File: config.mk
export PLATFORM = sky130hd
export DESIGN_NAME = core_dispatch
export DESIGN_NICKNAME = d
export VERILOG_FILES = /design/src/rtl/core_dispatch.sv
export SDC_FILE = /design/constraint.sdc
export NUM_CORES = 1
export LEC_CHECK = 0
export BUFFER_PORTS_ARGS = -buffer_cell sky130_fd_sc_hd__buf_4
export CORE_AREA = 2 2 63 65
export DETAILED_ROUTE_END_ITERATION = 8
export DIE_AREA = 0 0 65 67
export GPL_ROUTABILITY_DRIVEN = 0
export PLACE_DENSITY = 0.81
export SLEW_MARGIN = 0
export SYNTH_ARGS = -nofsm -noshare
export SYNTH_HDL_FRONTEND = slang
export SYNTH_SLANG_ARGS = --single-unit
File: constraint.sdc
create_clock -name clock_i -period 3.05 [get_ports clock_i]
set_input_delay 0.4575 -clock clock_i [delete_from_list [all_inputs] [get_ports clock_i]]
set_output_delay 0.4575 -clock clock_i [all_outputs]
set_load 0.01 [all_outputs]
File: src/rtl/core_dispatch.sv
// core_dispatch
//   Launcher for the control units of the multicore matrix multiplier.
//   A start pulses core_rst for two cycles and then drives RUN onto every
//   selected core's status word. The block then waits until all selected
//   cores report end_process and raises done. If they have not finished
//   within TIMEOUT_CYC wait cycles it raises ABORT and sets timeout instead.
//
// Ports
//   clock_i        system clock, all logic on posedge
//   reset_i        synchronous, active-high
//   start_i        launch request, only looked at in IDLE
//   core_mask_i    cores to launch, captured when a start is accepted
//   end_process_i  per-core finish level from each control unit
//   status_o       core i on bits [2i+1:2i]: 00 idle, 01 run, 10 abort
//   core_rst_o     reset to the cores, high while clearing
//   busy_o         high in every state except IDLE
//   done_o         one-cycle pulse on successful completion
//   timeout_o      sticky abort flag, cleared by the next accepted start
//   run_cycles_o   wait cycles of the last/current run, frozen at the end
//
// state  | meaning
// IDLE   | waiting for a start with a non-zero mask
// CLR    | two cycles of core_rst, finish flags cleared
// LAUNCH | one cycle, RUN driven onto the selected cores
// WAIT   | counting cycles, collecting finishes
// DONE   | one cycle, done pulse
// ABORT  | one cycle, ABORT on the selected cores, timeout set

module core_dispatch #(
  parameter int NUM_CORES   = 4,
  parameter int CNT_W       = 16,
  parameter int TIMEOUT_CYC = 50000
) (
  input  logic                   clock_i,
  input  logic                   reset_i,
  input  logic                   start_i,
  input  logic [NUM_CORES-1:0]   core_mask_i,
  input  logic [NUM_CORES-1:0]   end_process_i,
  output logic [2*NUM_CORES-1:0] status_o,
  output logic                   core_rst_o,
  output logic                   busy_o,
  output logic                   done_o,
  output logic                   timeout_o,
  output logic [CNT_W-1:0]       run_cycles_o
);

  typedef enum logic [2:0] {
    S_IDLE, S_CLR, S_LAUNCH, S_WAIT, S_DONE, S_ABORT
  } state_t;

  localparam logic [CNT_W-1:0] LIMIT = CNT_W'(TIMEOUT_CYC - 1);

  state_t                 state_q;
  logic [NUM_CORES-1:0]   mask_q;
  logic [NUM_CORES-1:0]   fin_q;
  logic [NUM_CORES-1:0]   fin_d;
  logic                   clr_cnt_q;
  logic [2*NUM_CORES-1:0] status_q;
  logic                   core_rst_q;
  logic                   busy_q;
  logic                   done_q;
  logic                   timeout_q;
  logic [CNT_W-1:0]       run_cycles_q;
  logic [CNT_W-1:0]       run_cycles_d;
  logic [2*NUM_CORES-1:0] run_status;
  logic [2*NUM_CORES-1:0] abort_status;
  logic                   all_fin;
  logic                   at_limit;

  always_comb begin
    run_status   = '0;
    abort_status = '0;
    for (int i = 0; i < NUM_CORES; i++) begin
      run_status[2*i +: 2]   = mask_q[i] ? 2'b01 : 2'b00;
      abort_status[2*i +: 2] = mask_q[i] ? 2'b10 : 2'b00;
    end
  end

  // run_cycles_q is still zero only on the first WAIT cycle; end_process
  // there may be a level left over from the previous run, so it is skipped.
  assign fin_d        = (run_cycles_q == '0) ? fin_q : (fin_q | (end_process_i & mask_q));
  assign all_fin      = (fin_d == mask_q);
  assign at_limit     = (run_cycles_q == LIMIT);
  assign run_cycles_d = (&run_cycles_q) ? run_cycles_q : run_cycles_q + CNT_W'(1);

  always_ff @(posedge clock_i) begin
    if (reset_i) begin
      state_q      <= S_IDLE;
      mask_q       <= '0;
      fin_q        <= '0;
      clr_cnt_q    <= 1'b0;
      status_q     <= '0;
      core_rst_q   <= 1'b0;
      busy_q       <= 1'b0;
      done_q       <= 1'b0;
      timeout_q    <= 1'b0;
      run_cycles_q <= '0;
    end else begin
      unique case (state_q)
        S_IDLE: begin
          if (start_i && (core_mask_i != '0)) begin
            mask_q       <= core_mask_i;
            fin_q        <= '0;
            clr_cnt_q    <= 1'b0;
            timeout_q    <= 1'b0;
            run_cycles_q <= '0;
            status_q     <= '0;
            core_rst_q   <= 1'b1;
            busy_q       <= 1'b1;
            state_q      <= S_CLR;
          end
        end
        S_CLR: begin
          if (!clr_cnt_q) begin
            clr_cnt_q <= 1'b1;
          end else begin
            fin_q      <= '0;
            core_rst_q <= 1'b0;
            status_q   <= run_status;
            state_q    <= S_LAUNCH;
          end
        end
        S_LAUNCH: state_q <= S_WAIT;
        S_WAIT: begin
          run_cycles_q <= run_cycles_d;
          fin_q        <= fin_d;
          // Completion wins over a timeout landing on the same cycle.
          if (all_fin) begin
            status_q <= '0;
            done_q   <= 1'b1;
            state_q  <= S_DONE;
          end else if (at_limit) begin
            status_q  <= abort_status;
            timeout_q <= 1'b1;
            state_q   <= S_ABORT;
          end
        end
        S_DONE: begin
          done_q  <= 1'b0;
          busy_q  <= 1'b0;
          state_q <= S_IDLE;
        end
        S_ABORT: begin
          status_q <= '0;
          busy_q   <= 1'b0;
          state_q  <= S_IDLE;
        end
        default: state_q <= S_IDLE;
      endcase
    end
  end

  assign status_o     = status_q;
  assign core_rst_o   = core_rst_q;
  assign busy_o       = busy_q;
  assign done_o       = done_q;
  assign timeout_o    = timeout_q;
  assign run_cycles_o = run_cycles_q;

endmodule

==> flow_summary.yaml, run 1 <==
sta:
  slew_viol_final: 0
  skew_ps: 9.30
  setup-violations-final: 0
  min_period_ps: 2310
  setup_tns_ps: 0
  worst_slew_pin_slew_ps: 541
  fin_ws_ps: 740
  period_share_pct: 75.7
  rsz0062_at_grt: "false"
  max_freq_ghz: 0.433
  holdWs_ps: 395
  final_hold_viol_count: 0
  max_slew_margin_pct: 63.9
clocking:
  ctsRootBufferMaster: "clkbuf_8"
  cts_resized: 0
  cts_buffer_depth: 2
  ctsHoldBuffers: 0
  clkSinkCount: 40
  numCtsBuffers: 5
  cts_tree: "done"
  ctsHtreeMaxLevel: 2
  clkLatencyLatePin_ps: 300
  clk_pin_slew_ps: 70
  postCtsSetupBuffers: 0
placement:
  numPortBuffers: 38
  hpwl_um: 3160
  dp_slack_ps: 599
worst_setup_path:
  criticalPathCategory: "reg -> reg"
  crit_path_start_kind: "register"
  worst_ep_arrival_time_ps: 2490
  endpoint_kind: "register"
  crit_required_ps: 3230
  path_buf_inv: 0
  cpLargestDelayFamily: "compound AO/OA/AOI/OAI gates"
  cp_max_fo: 14
  slowest_stage: "o31ai_4"
  crit_chain: "ha_1 > and2_1 > nand3_1 > o31ai_4 > a21oi_1 > nand2_1 > mux2_1"
  cpPeakStageDelay_ps: 550
run_status:
  status: "completed"
floorplanning:
  start_util_pct: 57.0
  die_w_um: 65
  row_count: 22
  pin_count: 39
  die_area_sq_um: 4360
  die_h_um: 67
  coreArea_sq_um: 3610
final_layout:
  area_growth_pct: 21.2
  antennaDiodeCount: 0
  mostFrequentLayoutCell: "buf_4"
  layout_common_cells: "buf_4 (41), dfxtp_1 (40), nand2_1 (34)"
  layout.nets: 284
  drive_gt1_share_pct: 23.2
detailed_routing:
  top_layer_used: "met4"
  wl_met2_um: 1890
  vias_per_cell: 5.53
  first_pass_iters: 4
  wirelength_um: 4300
  drt-initial-drc-count: 132
  ant_nets: 0
  m1WireLength_um: 2180
  route.met3.wl_um: 134
  vias: 1771
  drc: 0
  wl_per_cell_um: 13.4
power_and_ir_drop:
  ir_drop_mv: 0.354
  p_comb_share_pct: 22.2
  clockPowerShare_pct: 34.4
  netSwitchingFraction_pct: 28.9
  power_density_nw_per_um2: 552
  sequentialPowerShare_pct: 43.4
  p_int_uw: 978
  finalPower_mw: 1.37
  power.switching_uw: 397
  p_leak_nw: 1.01
hold_path:
  min_path_type: "in -> reg"
job:
  maxCapViolations: 0
synth:
  yosysWarnings: 0
  async_reset_ff_share_pct: 0
  synth-seq-area-share_pct: 39.0
  synthCells: 233
  synth_cell_types: 58
  synth-main-ff-cell: "dfxtp_1"
  syn-cell-area_sq_um: 2060
  postSynthAreaPerCell_sq_um: 8.82
  synth_edf_count: 0
  syn-num-nets: 246
  synth_seq_cells: 40
global_routing:
  antenna_found_initial: 0
  overflow: 0
  grt_util_all_layers_pct: 21.5
  grt_pass1_vias: 1555
  grt_max_degree: 16
  grt_pass1_wl_um: 7110
-- worst reg2reg max path, stage by stage (launching register included) --
cell     delay (ps)
dfxtp_1         420
ha_1            200
and2_1          220
nand3_1         190
o31ai_4         550
a21oi_1         200
nand2_1         110
mux2_1          310
-- registers in the layout, indices dropped and copies added, names as in the netlist --
register and flops:
state_q 3, clr_cnt_q 1, busy_o 1, status_o 8, fin_q 4, core_rst_o 1, run_cycles_o 16, done_o 1
mask_q 4, timeout_o 1
-- metrics by stage --
step	std cells	area, sq um	utilization [%]
detailed placement	312	2360	65.6
CTS	320	2490	69.1
global placement	312	2360	65.6
finish	320	2490	69.1
floorplan	233	2060	-
global route	320	2490	69.1
-- kinds of logic (layout without fill, tap and decap cells) --
kind of cell / Yosys count / count (layout) / synth area share, %
simple gates: 94 / 94 / 23.7
compound gates: 45 / 45 / 17.7
flops: 40 / 40 / 39.0
buf+inv: 23 / 62 / 5.23
xor+xnor: 15 / 15 / 6.39
mux: 13 / 13 / 6.39
fa+ha+maj: 3 / 3 / 1.70
-- cells in the mapped netlist, types with 2 or more instances --
cell type,number,area [sq um]
inv_1,13,48.8
a41oi_1,2,17.5
a211oi_1,3,22.5
a32oi_1,4,35.0
xor2_1,2,17.5
dfxtp_1,40,801
ha_1,2,25.0
buf_2,5,25.0
buf_4,2,15.0
a2111oi_0,2,17.5
nor2b_1,3,18.8
mux2i_1,12,120
nand2_1,34,128
xnor2_1,13,114
nand4_1,4,25.0
clkbuf_1,2,7.51
nand2b_1,3,18.8
a31oi_1,2,12.5
and2_1,3,18.8
nand3_1,8,40.0
a21oi_1,13,65.1
nor2_1,25,93.8
-- area by class of cell --
type | count | area (sq um)
Inverter | 13 | 48.8
Tap cell | 48 | 60.1
Timing Repair Buffer | 41 | 308
Clock buffer | 7 | 96.3
Clock inverter | 1 | 30.0
Fill cell | 315 | 1110
Multi-Input combinational cell | 170 | 1150
Sequential cell | 40 | 801
-- path summary, 6_finish.rpt --
path                   startpoint         endpoint  slack, ps  cells after the start
hold reg to reg         timeout_o        timeout_o        450                      2
setup reg to reg  run_cycles_o[0]  run_cycles_o[7]        740                      7
setup / recovery  run_cycles_o[0]  run_cycles_o[7]        740                      7
hold / removal     core_mask_i[1]        mask_q[1]        390                      3
-- power groups by stage --
stage	Sequential (mW)	Clock (mW)	Combinational, mW
floorplan	0.594	0	0.235
global placement	0.607	0	0.297
detailed placement	0.609	0	0.301
CTS	0.597	0.484	0.304
global route	0.601	0.507	0.336
finish	0.597	0.473	0.305
-- layer usage --
| metal | vias up | global-route usage (%) |
|---|---|---|
| li1 | 899 | - |
| met2 | 30 | 30.9 |
| met3 | 9 | 4.73 |
| met1 | 833 | 30.0 |
| met5 | - | 0 |
| met4 | 0 | 10.9 |
(Power assumes the default switching activity.)
==> run 2: changes to the inputs <==
CORE_AREA = 2 2 65 67   (was 2 2 63 65)
DIE_AREA = 0 0 67 69   (was 0 0 65 67)
PLACE_DENSITY = 0.76   (was 0.81)
clock period = 2.3 ns   (was 3.05 ns; I/O delays follow)
==> run 2 against run 1 <==
Largest power group unchanged. Register-to-register slack worse by 580 ps. First-iteration DRC count down 26%. Wire length up 5.1%. Worst setup slack lost 580 ps. Flip-flop and latch count is the same. Die area is 6.2% higher. Cell count increased by 2.2%. Non-clock buffer count up 5. Count of clock-buffer cells in the layout fell by 1. Combinational power increased by 46%. Cell area increased by 0.60%.
==> flow_summary.yaml, run 2 (synthesis results as in run 1) <==
run_status:
  status: "completed"
power_and_ir_drop:
  ir_drop_mv: 0.402
  power_density_nw_per_um2: 680
  p_leak_nw: 1.03
  finalPower_mw: 1.70
sta:
  holdWs_ps: 294
  worst_slew_pin_slew_ps: 549
  final_hold_viol_count: 0
  max_slew_margin_pct: 62.5
  skew_ps: 13.9
  setup_tns_ps: 0
  rsz0062_at_grt: "false"
  max_freq_ghz: 0.468
  min_period_ps: 2140
  slew_viol_final: 0
  setup-violations-final: 0
  period_share_pct: 93.0
worst_setup_path:
  criticalPathCategory: "reg -> reg"
  cpLargestDelayFamily: "simple AND/OR/NAND/NOR gates"
  cpPeakStageDelay_ps: 450
  crit_path_start: "run_cycles_o[8]"
  worst_ep_arrival_time_ps: 2360
  slowest_stage: "nor4_2"
  crit_chain: "nor4_2 > nand4_1 > a211o_1 > a31o_4 > nand3_4 > mux2i_1"
  crit_required_ps: 2520
  crit_path_start_kind: "register"
  r2r_start: "run_cycles_o[8]"
  endpoint_kind: "register"
  path_buf_inv: 0
  cp_max_fo: 8
placement:
  post_dp_cell_area_sq_um: 2400
  hpwl_um: 3410
  numPortBuffers: 38
global_routing:
  grt_pass1_wl_um: 7440
  overflow: 0
  antenna_found_initial: 0
  grt_util_all_layers_pct: 20.8
  grt_pass1_vias: 1608
  grt_max_degree: 16
floorplanning:
  row_count: 23
  die_area_sq_um: 4620
  die_w_um: 67
  coreArea_sq_um: 3910
  pin_count: 39
  start_util_pct: 52.5
  die_h_um: 69
detailed_routing:
  wl_per_cell_um: 13.8
  wirelength_um: 4520
  drc: 0
  first_pass_iters: 4
  ant_nets: 0
  vias_per_cell: 5.50
  drt-initial-drc-count: 98
  vias: 1799
hold_path:
  min-delay-start: "core_mask_i[1]"
  min_path_type: "in -> reg"
clocking:
  ctsHtreeMaxLevel: 2
  clkSinkCount: 40
  cts_tree: "done"
  clk_pin_slew_ps: 70
  ctsHoldBuffers: 0
  clkLatencyLatePin_ps: 300
  numCtsBuffers: 5
  cts_resized: 0
  postCtsSetupBuffers: 0
  ctsRootBufferMaster: "clkbuf_8"
  cts_buffer_depth: 2
final_layout:
  largest_reg_flops: 16
  mostFrequentLayoutCell: "buf_4"
  layout_common_cells: "buf_4 (46), dfxtp_1 (40), nand2_1 (34)"
  layout.nets: 289
  area_growth_pct: 21.9
  fill_cells: 358
  final_area_sq_um: 2510
  antennaDiodeCount: 0
  drive_gt1_share_pct: 24.5
job:
  maxCapViolations: 0
run 2: final timing paths:
path,endpoint,slack [ps],depth (start not counted)
worst min register to register,timeout_o,450,2
worst max register to register,status_o[3],160,6
worst max-delay path,status_o[3],160,6
worst min-delay path,mask_q[1],290,3
run 2: metrics by stage:
step           utilization (%)  instances  worst slack (ps)
6_report                  64.0        327               162
5_1_grt                   64.0        327              11.8
4_1_cts                   63.8        327               132
3_5_place_dp              61.4        319               140
3_3_place_gp              61.4        319               198
2_1_floorplan                -        233               256
run 2: final cells by class:
class                      instances  area, sq um  share of cell area [%]
clock inverter                     2         10.0                   0.399
timing repair buffer              46          345                    13.8
tap                               50         62.6                    2.50
multi-input combinational        170         1160                    46.1
clock buffer                       6         82.6                    3.30
sequential                        40          801                    32.0
inverter                          13         48.8                    1.95
run 2: worst reg2reg max path, stage by stage (launching register included):
cell     delay [ps]
dfxtp_1         360
nor4_2          450
nand4_1         220
a211o_1         400
a31o_4          280
nand3_4         130
mux2i_1         220
run 2: where the power goes:
part           leakage (nW)  internal (mW)  switching, mW
clock                0.0510          0.239          0.246
sequential            0.324          0.735         0.0403
combinational         0.655          0.199          0.245
run 2: metal layers:
metal	GRT usage (%)	wire, um	up-vias
li1	-	-	914
met4	8.16	81	0
met5	0	0	-
met3	5.55	191	8
met1	28.8	2140	833
met2	30.4	2110	44
